[src/rtl/lsu_ahbl_master.sv]
// Core data-side req/gnt/rvalid port to a single AHB-Lite master.
// One bus data phase in flight, plus at most one locally generated error for illegal byte enables.
module lsu_ahbl_master #(
    parameter int unsigned ADDR_WIDTH = 32,
    parameter int unsigned DATA_WIDTH = 32
) (
    input  logic                  clk,
    input  logic                  rst,
    input  logic                  data_req_i,
    output logic                  data_gnt_o,
    input  logic                  data_we_i,
    input  logic [3:0]            data_be_i,
    input  logic [ADDR_WIDTH-1:0] data_addr_i,
    input  logic [DATA_WIDTH-1:0] data_wdata_i,
    output logic                  data_rvalid_o,
    output logic [DATA_WIDTH-1:0] data_rdata_o,
    output logic                  data_err_o,
    output logic [ADDR_WIDTH-1:0] ahbl_haddr,
    output logic [2:0]            ahbl_hburst,
    output logic                  ahbl_hmastlock,
    output logic [3:0]            ahbl_hprot,
    output logic [2:0]            ahbl_hsize,
    output logic [1:0]            ahbl_htrans,
    output logic [DATA_WIDTH-1:0] ahbl_hwdata,
    output logic                  ahbl_hwrite,
    input  logic [DATA_WIDTH-1:0] ahbl_hrdata,
    input  logic                  ahbl_hready,
    input  logic                  ahbl_hresp
);

    localparam logic [1:0] TransIdle   = 2'b00;
    localparam logic [1:0] TransNonseq = 2'b10;

    logic                  dph_valid_q, dph_valid_d;
    logic                  dph_we_q, dph_we_d;
    logic                  lerr_pend_q, lerr_pend_d;
    logic [DATA_WIDTH-1:0] hwdata_q, hwdata_d;

    logic       be_legal;
    logic [2:0] be_size;
    logic [1:0] be_offset;
    logic       blk;
    logic       gnt;
    logic       dph_done;
    logic       unused_addr;

    // Address is word aligned; the low bits come from the byte enables instead.
    assign unused_addr = ^data_addr_i[1:0];

    always_comb begin
        be_legal  = 1'b1;
        be_size   = 3'd0;
        be_offset = 2'd0;
        case (data_be_i)
            4'b0001: begin be_size = 3'd0; be_offset = 2'd0; end
            4'b0010: begin be_size = 3'd0; be_offset = 2'd1; end
            4'b0100: begin be_size = 3'd0; be_offset = 2'd2; end
            4'b1000: begin be_size = 3'd0; be_offset = 2'd3; end
            4'b0011: begin be_size = 3'd1; be_offset = 2'd0; end
            4'b1100: begin be_size = 3'd1; be_offset = 2'd2; end
            4'b1111: begin be_size = 3'd2; be_offset = 2'd0; end
            default: be_legal = 1'b0;
        endcase
    end

    // An erroring data phase or a pending local error holds off any new address phase.
    assign blk      = (dph_valid_q && ahbl_hresp) || lerr_pend_q;
    assign gnt      = !rst && data_req_i && ahbl_hready && !blk && (be_legal || !dph_valid_q);
    assign dph_done = dph_valid_q && ahbl_hready;

    assign data_gnt_o     = gnt;
    assign ahbl_haddr     = {data_addr_i[ADDR_WIDTH-1:2], be_offset};
    assign ahbl_hsize     = be_size;
    assign ahbl_hwrite    = data_we_i;
    assign ahbl_htrans    = (!rst && data_req_i && !blk && be_legal) ? TransNonseq : TransIdle;
    assign ahbl_hburst    = 3'b000;
    assign ahbl_hmastlock = 1'b0;
    assign ahbl_hprot     = 4'b0011;
    assign ahbl_hwdata    = hwdata_q;

    // The two response sources are mutually exclusive: a local error is only granted when idle.
    assign data_rvalid_o = dph_done || lerr_pend_q;
    assign data_err_o    = lerr_pend_q || (dph_done && ahbl_hresp);
    assign data_rdata_o  = (dph_done && !dph_we_q) ? ahbl_hrdata : '0;

    always_comb begin
        dph_valid_d = dph_valid_q;
        dph_we_d    = dph_we_q;
        hwdata_d    = hwdata_q;
        lerr_pend_d = gnt && !be_legal;
        if (ahbl_hready) begin
            dph_valid_d = gnt && be_legal;
        end
        if (gnt && be_legal) begin
            dph_we_d = data_we_i;
            hwdata_d = data_wdata_i;
        end
    end

    always_ff @(posedge clk or posedge rst) begin
        if (rst) begin
            dph_valid_q <= 1'b0;
            dph_we_q    <= 1'b0;
            lerr_pend_q <= 1'b0;
            hwdata_q    <= '0;
        end else begin
            dph_valid_q <= dph_valid_d;
            dph_we_q    <= dph_we_d;
            lerr_pend_q <= lerr_pend_d;
            hwdata_q    <= hwdata_d;
        end
    end

endmodule

[config.mk]
export PLATFORM = sky130hd
export DESIGN_NAME = lsu_ahbl_master
export DESIGN_NICKNAME = d
export VERILOG_FILES = /design/src/rtl/lsu_ahbl_master.sv
export SDC_FILE = /design/constraint.sdc
export NUM_CORES = 1
export LEC_CHECK = 0
export CAP_MARGIN = 20
export CORE_ASPECT_RATIO = 1.5
export CORE_MARGIN = 2
export CORE_UTILIZATION = 29
export CTS_CLUSTER_DIAMETER = 100
export DETAILED_ROUTE_END_ITERATION = 10
export PLACE_DENSITY_LB_ADDON = 0.15
export SLEW_MARGIN = 40
export SYNTH_ARGS = -nofsm -noshare
export SYNTH_HDL_FRONTEND = slang
export SYNTH_SLANG_ARGS = --single-unit
[constraint.sdc]
create_clock -name clk -period 2.6 [get_ports clk]
set_input_delay 0.39 -clock clk [delete_from_list [all_inputs] [get_ports clk]]
set_output_delay 0.39 -clock clk [all_outputs]
set_load 0.01 [all_outputs]
==> impl_metrics.toml, run 1 <==
[power_and_ir_drop]
p_per_area_nw_per_um2 = 597
p_leak_nw = 1.52
total_power_mw = 2.13
vdd_drop_max_mv = 0.382

[clock_network]
cts_tree = "built"
ctsHtreeMaxLevel = 2
clockBufferDepth = 2
clk_pin_slew_worst_paths_ns = 0.09
insertion_delay_ns = 0.29
cts_hold_buf = 0
cts_buffers = 5
cts.sinks = 35
clockRootBuffer = "clkbuf_8"

[drt]
ant_nets = 0
wl_per_cell_um = 15.5
drt-initial-drc-count = 39
wl_um = 5890
vias_per_cell = 4.27
via_count = 1622
post-route-drc-count = 0
dr.pass1.iters = 2

[critical_path]
worst-r2r-setup-slack_ns = 0.81
crit_fanout = 4
max_stage_delay_ns = 0.46
path_class = "in2out"
r2r_start = "dph_valid_q$_DFFE_PP0P_"
cp_common_cell = "or2_4"
r2r_cells = 6
crit_chain = "clkdlybuf4s50_1 -> or2_4 -> or2_4 -> and2_2 -> buf_4 -> a21oi_1 -> dlygate4sd2_1"
start_kind = "primary input"
crit_slowest_cell = "clkdlybuf4s50_1"
cp.required_ns = 2.21
critPathArrivalTime_ns = 2.11
cp-end-kind = "primary output"
r2r_end = "dph_we_q$_DFFE_PP0P_"

[floorplanning]
die_height_um = 108
initial_core_util_pct = 30.3
die_area_um2 = 7910
die_x_um = 73.3
row_count = 37
core_area_um2 = 6900
ios = 219

[placement]
port_buffers = 146
placed_cells = 372
place_hpwl_um = 4590
place.gp.congestion = 0.691
post_dp_cell_area_um2 = 3450

[timing]
final-max-slew-violation-count = 0
grt_setup_unrepaired = "false"
fin_worst_skew_ns = 0.0126
hold_viol_final = 0
fin_tns_setup_ns = 0
timing.final.crit_share_pct = 96.0
timing.fmax_ghz = 0.401
finalSetupViolCount = 0
post-route-min-period_ns = 2.50

[final_layout]
design_area_um2 = 3560
syn_to_final_growth_pct = 70.5
fill_cells = 620
postLayoutCoreUtil_pct = 51.6
fin_cells = 380
diodes = 0
layout-drive-gt1-share_pct = 20.2
fin_nets = 407

[global_routing]
antenna_found_initial = 0
grt_overflow = 0
grt_start_max_net_pins = 36
grt_usage_pct = 13.9
first_global_vias = 1644
grt_pass1_wl_um = 8510

[synth]
synthTopCellsByArea = "dfrtp_1, mux2_4, buf_4"
syn_area_um2 = 2090
synthDistinctLibCells = 25
yosys_warnings = 0
syn_area_per_cell_um2 = 12.0
synthCells = 174
synth_largest_area_cell = "dfrtp_1"
ys_ff_latch = 35
synth_top_area_share_pct = 41.9
seq_area_frac_synth_pct = 41.9

[min_path]
worstHoldEndpoint = "ahbl_hwdata[31]$_DFFE_PP0P_"
hold_path.class = "reg2reg"
holdCritStartpoint = "ahbl_hwdata[31]$_DFFE_PP0P_"
hold_depth = 1

[job]
maxCapViolations = 0

[run_status]
status = "completed"
## cell usage after synthesis, drive strengths merged
cell / count
conb: 2
dfrtp: 35
nor3b: 1
inv: 3
or2: 2
a31o: 1
and2: 34
clkbuf: 3
xnor2: 1
buf: 44
and4: 1
o22ai: 1
a21oi: 4
nand2: 2
mux2: 33
o2bb2ai: 1
nor2: 2
nor4bb: 1
nand2b: 1
nand4: 1
nor3: 1
## sequential cells by signal, indices dropped and copies added (netlist names)
name,count
ahbl_hwdata,32
dph_we_q,1
lerr_pend_q,1
dph_valid_q,1
## what timing repair did
item | CTS | global route
hold endpoints to repair | 0 | 0
resized for setup | 2 | 0
endpoints found under the setup margin | 2 | 0
buffers inserted | 0 | 0
## stage by stage
stage	worst slack [ns]	hold slack, ns
3_3_place_gp	-0.194	0.491
2_1_floorplan	0.155	0.481
5_1_grt	0.0105	0.523
4_1_cts	0.0922	0.516
6_report	0.105	0.514
3_5_place_dp	-0.187	0.492
## power breakdown
group	switching (mW)	leakage, nW	internal (mW)
Combinational	0.248	1.03	0.582
Sequential	0.0849	0.428	0.699
Clock	0.220	0.0587	0.291
Total	0.554	1.52	1.57
## final cells by class
cell class / instances / area, µm² / area share [%]
clock inverter: 3 / 47.5 / 1.34
timing repair buffer: 159 / 1580 / 44.4
inverter: 3 / 11.3 / 0.316
multi-input combinational: 97 / 878 / 24.7
clock buffer: 5 / 68.8 / 1.93
sequential: 35 / 876 / 24.6
tap: 78 / 97.6 / 2.74
## cell usage in the layout, fill, tap and decap left out, types with 2 or more instances in the layout
master             n
buf_12             2
dlygate4sd2_1      2
and2_1            32
nor2_1             2
inv_1              3
mux2_4            30
or2_4              2
mux2_2             3
buf_4             11
conb_1            10
a21oi_1            3
clkbuf_8           5
clkdlybuf4s50_1  144
dfrtp_1           35
nand2_1            2
and2_2             2
## critical path, delay by kind of cell
kind	cells	cell delay, ns
compound gates	1	0.14
buf+inv	3	0.88
simple gates	3	0.70
## per-layer routing
metal,up-vias,global-route usage [%],share of wire (%),wire [µm]
li1,770,-,-,-
met1,738,14.7,35,2060
met2,94,24.9,52,3040
met3,20,4.01,9.7,572
met4,0,6.48,3.5,205
met5,-,0,0,0
## cells by family (layout without fill, tap and decap cells)
logic type	after synthesis	after routing	share of synthesized area, %
AO/OA/AOI/OAI	7	7	2.64
multiplexers	33	33	23.2
XOR/XNOR	1	1	0.419
flip-flops	35	35	41.9
buffers and inverters	50	170	17.4
AND/OR/NAND/NOR	46	46	14.0
other	2	10	0.360
## worst max-delay path by stage
stage / startpoint / endpoint / slack [ns] / cells after the start
detailed placement: data_be_i[0] / ahbl_htrans[1] / -0.19 / 6
floorplan: rst / ahbl_hwdata[0]$_DFFE_PP0P_ / 0.16 / 5
finish: data_be_i[0] / data_gnt_o / 0.10 / 7
global route: data_be_i[0] / data_gnt_o / 0.01 / 7
global placement: data_be_i[0] / ahbl_htrans[1] / -0.19 / 6
CTS: data_be_i[0] / data_gnt_o / 0.09 / 7
Power figures use the tool's default switching activity.
==> run 2, diff against run 1 <==
Settings changed: CAP_MARGIN 20 to 0, SKIP_CTS_REPAIR_TIMING set to 1.
==> run 2 against run 1 <==
Cell count unchanged. Critical endpoint is now ahbl_haddr[1]. First-iteration DRC count unchanged. Utilization increased by 0.11 points. Non-clock buffer count unchanged. Flip-flop and latch count unchanged. Die area unchanged. Largest cell class unchanged. Clock power about the same. Clock skew unchanged. Fmax increased by 1.9%.
==> impl_metrics.toml, run 2 (same netlist as run 1, synthesis figures left out) <==
[drt]
ant_nets = 0
wl_um = 5900
via_count = 1622
dr.pass1.iters = 2
post-route-drc-count = 0
vias_per_cell = 4.27
drt-initial-drc-count = 39
wl_per_cell_um = 15.5

[min_path]
hold_path.class = "reg2reg"
holdCritStartpoint = "ahbl_hwdata[31]$_DFFE_PP0P_"
hold_depth = 1
worstHoldEndpoint = "ahbl_hwdata[31]$_DFFE_PP0P_"

[timing]
grt_setup_unrepaired = "false"
final-max-slew-violation-count = 0
fin_worst_skew_ns = 0.0126
hold_viol_final = 0
timing.final.ws_setup_ns = 0.152
finalSetupViolCount = 0
post-route-min-period_ns = 2.45
timing.final.crit_share_pct = 94.2
timing.fmax_ghz = 0.408
holdWs_ns = 0.514
fin_tns_setup_ns = 0

[floorplanning]
die_height_um = 108
die_area_um2 = 7910
row_count = 37
die_x_um = 73.3
ios = 219
initial_core_util_pct = 30.3
core_area_um2 = 6900

[global_routing]
antenna_found_initial = 0
grt_start_max_net_pins = 36
first_global_vias = 1644
grt_pass1_wl_um = 8510
grt_overflow = 0
grt_usage_pct = 13.9

[clock_network]
clk_pin_slew_worst_paths_ns = 0.09
ctsHtreeMaxLevel = 2
cts.sinks = 35
clockBufferDepth = 2
cts_tree = "built"
cts_buffers = 5
insertion_delay_ns = 0.29
clockRootBuffer = "clkbuf_8"

[placement]
placed_cells = 372
dpl_worst_slack_ns = -0.187
place.gp.congestion = 0.691
place_hpwl_um = 4590
post_dp_cell_area_um2 = 3450
port_buffers = 146

[critical_path]
critPathArrivalTime_ns = 2.06
crit_fanout = 4
start_kind = "primary input"
cp-end-kind = "primary output"
r2r_cells = 6
path_class = "in2out"
cp.required_ns = 2.21
worst-r2r-setup-slack_ns = 0.81
r2r_end = "dph_we_q$_DFFE_PP0P_"
r2r_start = "dph_valid_q$_DFFE_PP0P_"

[final_layout]
syn_to_final_growth_pct = 70.9
layout-drive-gt1-share_pct = 20.2
diodes = 0
final_common_cell = "clkdlybuf4s50_1"
final_cell_mix = "clkdlybuf4s50_1, dfrtp_1, and2_1"
largest_reg_flops = 32
design_area_um2 = 3570
fin_cells = 380
postLayoutCoreUtil_pct = 51.7
fin_nets = 407

[power_and_ir_drop]
total_power_mw = 2.13
p_leak_nw = 1.55
p_per_area_nw_per_um2 = 596
vdd_drop_max_mv = 0.382

[job]
maxCapViolations = 0

[run_status]
status = "completed"
==> run 2: layer usage <==
layer	track usage (%)	part of all wire (%)	vias up	wire length [µm]
met4	6.48	3.5	0	205
li1	-	-	770	-
met1	14.7	35	738	2070
met2	24.9	52	94	3050
met3	4.01	9.8	20	577
met5	0	0	-	0
==> run 2: power by group <==
part | total [mW] | switching [mW] | internal [mW]
logic | 0.831 | 0.248 | 0.583
registers | 0.783 | 0.0849 | 0.699
clock network | 0.511 | 0.220 | 0.291
==> run 2: how the worst max path moves through the flow <==
stage	startpoint	end	slack (ns)	depth (start not counted)
finish	data_be_i[0]	ahbl_haddr[1]	0.15	6
global route	data_be_i[0]	ahbl_haddr[1]	0.09	6
CTS	data_be_i[0]	ahbl_htrans[1]	-0.20	6
detailed placement	data_be_i[0]	ahbl_htrans[1]	-0.19	6
global placement	data_be_i[0]	ahbl_htrans[1]	-0.19	6
floorplan	rst	ahbl_hwdata[0]$_DFFE_PP0P_	0.16	5
==> run 2: final cells by class <==
type | count | area (µm²)
Clock buffer | 5 | 68.8
Clock inverter | 3 | 47.5
Fill cell | 617 | 3330
Inverter | 3 | 11.3
Multi-Input combinational cell | 97 | 878
Sequential cell | 35 | 876
Tap cell | 78 | 97.6
Timing Repair Buffer | 159 | 1590
==> run 2: critical path, stage by stage <==
cell and delay [ns]:
clkdlybuf4s50_1 0.46, or2_4 0.25, or2_4 0.25, buf_4 0.15, inv_1 0.05, clkdlybuf4s50_1 0.52
